$ cat src/rtl/uart_pixel_packer_pkg.sv
// Constants and types shared by the UART pixel path and the video timing logic.
package uart_pixel_packer_pkg;
  localparam int H_RES            = 800;
  localparam int V_RES            = 480;
  localparam int FRAME_PIXELS_DEF = H_RES * V_RES;
  localparam int FIFO_W           = 24;

  typedef enum logic [1:0] {
    ST_WAIT_INIT = 2'd0,
    ST_HI_BYTE   = 2'd1,
    ST_LO_BYTE   = 2'd2
  } state_t;
endpackage

$ cat src/rtl/uart_pixel_packer_idle.sv
// Saturating idle timer; expires one cycle before reaching TIMEOUT_CYCLES unless a byte arrives.
module uart_pixel_packer_idle #(
  parameter int TIMEOUT_CYCLES = 50000,
  parameter int TO_W           = 16
) (
  input  logic i_clk,
  input  logic i_rst_n,
  input  logic i_clr,
  input  logic i_kick,
  input  logic i_en,
  output logic o_expire
);
  logic [TO_W-1:0] r_cnt;

  always_ff @(posedge i_clk or negedge i_rst_n) begin
    if (!i_rst_n) begin
      r_cnt <= '0;
    end else if (i_clr || i_kick) begin
      r_cnt <= '0;
    end else if (i_en && (r_cnt != TO_W'(TIMEOUT_CYCLES))) begin
      r_cnt <= r_cnt + 1'b1;
    end
  end

  // Kept independent of i_clr so the FSM can feed its state change back as a clear.
  assign o_expire = i_en && !i_kick && (r_cnt == TO_W'(TIMEOUT_CYCLES - 1));
endmodule

$ cat src/rtl/uart_pixel_packer.sv
// Pairs UART bytes into RGB565 pixels for the SDRAM write FIFO, with frame counting and idle resync.
module uart_pixel_packer
  import uart_pixel_packer_pkg::*;
#(
  parameter int FRAME_PIXELS   = FRAME_PIXELS_DEF,
  parameter int CNT_W          = 19,
  parameter int TIMEOUT_CYCLES = 50000,
  parameter int TO_W           = 16
) (
  input  logic              sclk,
  input  logic              s_rst_n,
  input  logic              init_done,
  input  logic [7:0]        rx_data,
  input  logic              rx_flag,
  output logic              wfifo_wr_en,
  output logic [FIFO_W-1:0] wfifo_wr_data,
  output logic [CNT_W-1:0]  pixel_cnt,
  output logic              frame_done,
  output logic              sync_err
);
  state_t            r_state, w_next_state;
  logic [7:0]        r_hi;
  logic              r_wr_en, r_frame_done, r_sync_err;
  logic [FIFO_W-1:0] r_wr_data;
  logic [CNT_W-1:0]  r_pixel_cnt;

  logic w_expire, w_tmr_clr, w_tmr_en;
  logic w_accept_hi, w_accept_lo, w_expire_lo, w_sync_err, w_cnt_clr, w_last;

  always_ff @(posedge sclk or negedge s_rst_n) begin
    if (!s_rst_n) r_state <= ST_WAIT_INIT;
    else          r_state <= w_next_state;
  end

  always_comb begin
    w_next_state = r_state;
    if (!init_done) begin
      w_next_state = ST_WAIT_INIT;
    end else begin
      case (r_state)
        ST_WAIT_INIT: w_next_state = ST_HI_BYTE;
        ST_HI_BYTE:   if (rx_flag) w_next_state = ST_LO_BYTE;
        ST_LO_BYTE:   if (rx_flag || w_expire) w_next_state = ST_HI_BYTE;
        default:      w_next_state = ST_WAIT_INIT;
      endcase
    end
  end

  always_comb begin
    w_accept_hi = init_done && (r_state == ST_HI_BYTE) && rx_flag;
    w_accept_lo = init_done && (r_state == ST_LO_BYTE) && rx_flag;
    w_expire_lo = init_done && (r_state == ST_LO_BYTE) && w_expire;
    w_sync_err  = w_expire_lo ||
                  (init_done && (r_state == ST_HI_BYTE) && w_expire && (r_pixel_cnt != '0));
    w_cnt_clr   = !init_done || w_sync_err;
    w_last      = (r_pixel_cnt == CNT_W'(FRAME_PIXELS - 1));
    w_tmr_en    = (r_state != ST_WAIT_INIT);
    w_tmr_clr   = !init_done || (r_state == ST_WAIT_INIT) ||
                  ((w_next_state != r_state) && (w_next_state != ST_WAIT_INIT));
  end

  uart_pixel_packer_idle #(
    .TIMEOUT_CYCLES(TIMEOUT_CYCLES),
    .TO_W          (TO_W)
  ) u_idle (
    .i_clk   (sclk),
    .i_rst_n (s_rst_n),
    .i_clr   (w_tmr_clr),
    .i_kick  (rx_flag),
    .i_en    (w_tmr_en),
    .o_expire(w_expire)
  );

  always_ff @(posedge sclk or negedge s_rst_n) begin
    if (!s_rst_n) begin
      r_hi         <= '0;
      r_wr_en      <= 1'b0;
      r_wr_data    <= '0;
      r_frame_done <= 1'b0;
      r_sync_err   <= 1'b0;
      r_pixel_cnt  <= '0;
    end else begin
      r_wr_en      <= w_accept_lo;
      r_frame_done <= w_accept_lo && w_last;
      r_sync_err   <= w_sync_err;
      if (w_accept_hi)                    r_hi <= rx_data;
      else if (w_expire_lo || !init_done) r_hi <= '0;
      if (w_accept_lo) r_wr_data <= {8'h00, r_hi, rx_data};
      if (w_cnt_clr)        r_pixel_cnt <= '0;
      else if (w_accept_lo) r_pixel_cnt <= w_last ? '0 : r_pixel_cnt + 1'b1;
    end
  end

  assign wfifo_wr_en   = r_wr_en;
  assign wfifo_wr_data = r_wr_data;
  assign pixel_cnt     = r_pixel_cnt;
  assign frame_done    = r_frame_done;
  assign sync_err      = r_sync_err;
endmodule
$ cat config.mk
export PLATFORM = sky130hd
export DESIGN_NAME = uart_pixel_packer
export DESIGN_NICKNAME = d
export VERILOG_FILES = /design/src/rtl/uart_pixel_packer_pkg.sv /design/src/rtl/uart_pixel_packer_idle.sv /design/src/rtl/uart_pixel_packer.sv
export SDC_FILE = /design/constraint.sdc
export NUM_CORES = 1
export LEC_CHECK = 0
export BUFFER_PORTS_ARGS = -buffer_cell sky130_fd_sc_hd__buf_4
export CAP_MARGIN = 30
export CORE_AREA = 4 4 94 96
export CTS_CLUSTER_DIAMETER = 200
export DETAILED_ROUTE_END_ITERATION = 8
export DIE_AREA = 0 0 98 100
export PLACE_DENSITY = 0.66
export SYNTH_ARGS = -nofsm -noshare
export SYNTH_HDL_FRONTEND = slang
export SYNTH_HIERARCHICAL = 1
export SYNTH_SLANG_ARGS = --single-unit
$ cat constraint.sdc
create_clock -name sclk -period 4.12 [get_ports sclk]
set_input_delay 0.618 -clock sclk [delete_from_list [all_inputs] [get_ports sclk]]
set_output_delay 0.618 -clock sclk [all_outputs]
set_load 0.03 [all_outputs]
==> reports/metrics.cfg <==
[yosys]
synth-edff-count=0
synth_most_common_cell=dfrtp_1
synth_top_area_share_pct=45.42
yosysSeqAreaShare_pct=45.42
ys_seq_elements=64
ys_types=69
synth_area_leaders=dfrtp_1, mux2_2, nand3_1, nand2_1, a21oi_1
netlist_area_mm2=0.003526
syn_avg_cell_area_um2=10.16
synth_common_cells=dfrtp_1, nand2_1, nor2_1
yosysWarnings=6
yosysTopAreaCell=dfrtp_1
synthCells=347
synthArstFlopShare_pct=100.0
ys.flop_type=dfrtp_1

[setup_path]
cp-startpoint=u_idle/r_cnt[5]
rrSetupSlack_ns=0.76
crit_path_top_delay_cell=nor4_1
worstSetupPathType=reg -> reg
cp_slowest_stage_delay_ns=0.74
worst_setup_path_start_kind=register
r2r-start=u_idle/r_cnt[5]
crit_chain=or4b_4 > nor2_1 > nand2_1 > nor4_1 > a21oi_1 > a21oi_1 > o21ai_0 > a311oi_1
worstSetupEndpoint=pixel_cnt[5]
crit_family=simple AND/OR/NAND/NOR gates
required_ns=4.36
rr_endpoint=pixel_cnt[5]
cpMostUsedCell=a21oi_1
reg2regPathDepth=8
cp.depth=8
worstPathMaxFanout=11
worstPathArrival_ns=3.60
path_buf_inv=0
critical_path.endpoint_type=register

[route]
routed_wl_um=8049
drtIter0Drc=151
dr.pass1.iters=4
viasPerCell=5.661
drcViolationCount=0
via_count=2836
wire_per_inst_um=16.07
ant_nets=0

[floorplan]
die_w_um=98
die_h_um=100
std_cell_rows=33
core_mm2=0.008051
die-area_mm2=0.009800
start_util_pct=43.79
num_io_pins=58

[clocking]
clk_latency_ns=0.34
htreeDepth=3
cts_tree=done
hold_buffers=0
cts-root-buf=clkbuf_8
postCtsResizedCells=0
clockBufferDepth=2
clkTransAtPathRegs_ns=0.07
clock-sinks=64
cts_buffers=9
post_cts_buffers=0

[pwr]
ir_worst_vdd_mv=0.2354
p_leak_nw=1.826
cellPowerDensity_mw_per_mm2=367.1
power_w=0.001533

[cells_and_area]
fin_nets=407
syn_to_final_growth_pct=18.42
finalCoreUtilization_pct=51.86
n_antenna_cell=0
finalNonFillerCells=501
layout-drive-gt1-share_pct=27.02

[sta]
fin_skew_ns=0.01031
tns_ns=0
finalCritPeriodShare_pct=81.63
relSlewSlack_pct=40.16
fin_crit_ns=3.363
hold_viol=0
setup_viol=0
worstMarginPinSlew_ns=0.8894
rsz0062_at_grt=false
slew_violations=0
fmax_mhz=297.3

[status]
status=completed

[worst_hold_path]
hold_class=in -> async

[global_route]
overflow=0
antenna_found_initial=0
grtUsageTotal_pct=17.21
grt_max_degree=65
grt_pass1_wl_um=13720
grt_pass1_vias=2725

[job]
maxCapViolations=0

[placement]
place_congestion=0.8385
place_hpwl_um=5537
numPlacedInstances=485
portBuffers=49

==> sequential cells by signal (all words and copies together), names as in the netlist <==
| register | count |
|---|---|
| frame_done | 1 |
| wfifo_wr_data | 16 |
| r_state | 2 |
| u_idle/r_cnt | 16 |
| r_hi | 8 |
| wfifo_wr_en | 1 |
| pixel_cnt | 19 |
| sync_err | 1 |
==> cells by family (layout without fill, tap and decap cells) <==
family          count (synthesis)  after routing  synth area share, %
compound gates                 78             78                15.86
xor+xnor                        8              8                1.987
simple gates                  137            137                24.10
other cells                     1              8               0.1064
buf+inv                        36             78                5.145
mux                            19             19                5.962
fa+ha+maj                       4              4                1.420
flops                          64             64                45.42
==> layout by cell type (no fill, tap or decap), types with 5 or more instances in the layout <==
master     n
a211oi_1   5
a21oi_1   17
a22o_1     8
buf_4     50
clkbuf_8  10
conb_1     8
dfrtp_1   64
inv_1     12
mux2_2    16
nand2_1   26
nand3_1   20
nand4_1    6
nor2_1    21
nor3_1     6
nor4_1     6
o21ai_0   15
or3_1      8
or4_1      5
xor2_1     6
==> area by class of cell <==
cell class,count,area [µm²]
Timing Repair Buffer,50,375.4
Tap cell,105,131.4
Multi-Input combinational cell,254,1769
Clock inverter,6,115.1
Clock buffer,10,137.6
Fill cell,718,3876
Inverter,12,45.04
Sequential cell,64,1602
==> worst reg2reg max path, cell delays in order (launching register included) <==
cell and delay [ns]:
dfrtp_1 0.41, or4b_4 0.54, nor2_1 0.11, nand2_1 0.05, nor4_1 0.74, a21oi_1 0.21, a21oi_1 0.73, o21ai_0 0.17
a311oi_1 0.29
==> metal layers <==
layer | vias up | share of wire (%) | GRT usage (%)
met5 | - | 0 | 0
met4 | 0 | 1.6 | 6.496
met3 | 10 | 5.3 | 3.127
met2 | 90 | 48 | 27.07
met1 | 1377 | 45 | 23.81
li1 | 1359 | - | -
==> power by group <==
part           leakage, nW  internal [W]  total (W)  switching [W]
Clock                0.123      0.000422   0.000676       0.000254
Sequential           0.880      0.000656   0.000673      0.0000171
Combinational        0.822     0.0000666   0.000183       0.000117
==> how the worst min path moves through the flow <==
stage	start	end	slack (ns)	cells after the start
2_1_floorplan	s_rst_n	frame_done	0.32	0
3_3_place_gp	r_hi[5]	r_hi[5]	0.48	1
3_5_place_dp	r_hi[0]	r_hi[0]	0.48	1
4_1_cts	s_rst_n	u_idle/r_cnt[15]	0.40	1
5_1_grt	s_rst_n	u_idle/r_cnt[8]	0.44	1
6_report	s_rst_n	u_idle/r_cnt[15]	0.37	1
==> through the flow <==
step                area, µm²  worst slack, ns  hold WS [ns]
floorplan                3552            1.313        0.3224
global placement         3923           0.9334        0.4790
detailed placement       3923           0.8038        0.4781
CTS                      4175           0.7569        0.4032
global route             4175           0.4000        0.4401
finish                   4175           0.7568        0.3668
No activity file was read; power rests on OpenSTA's default activity.
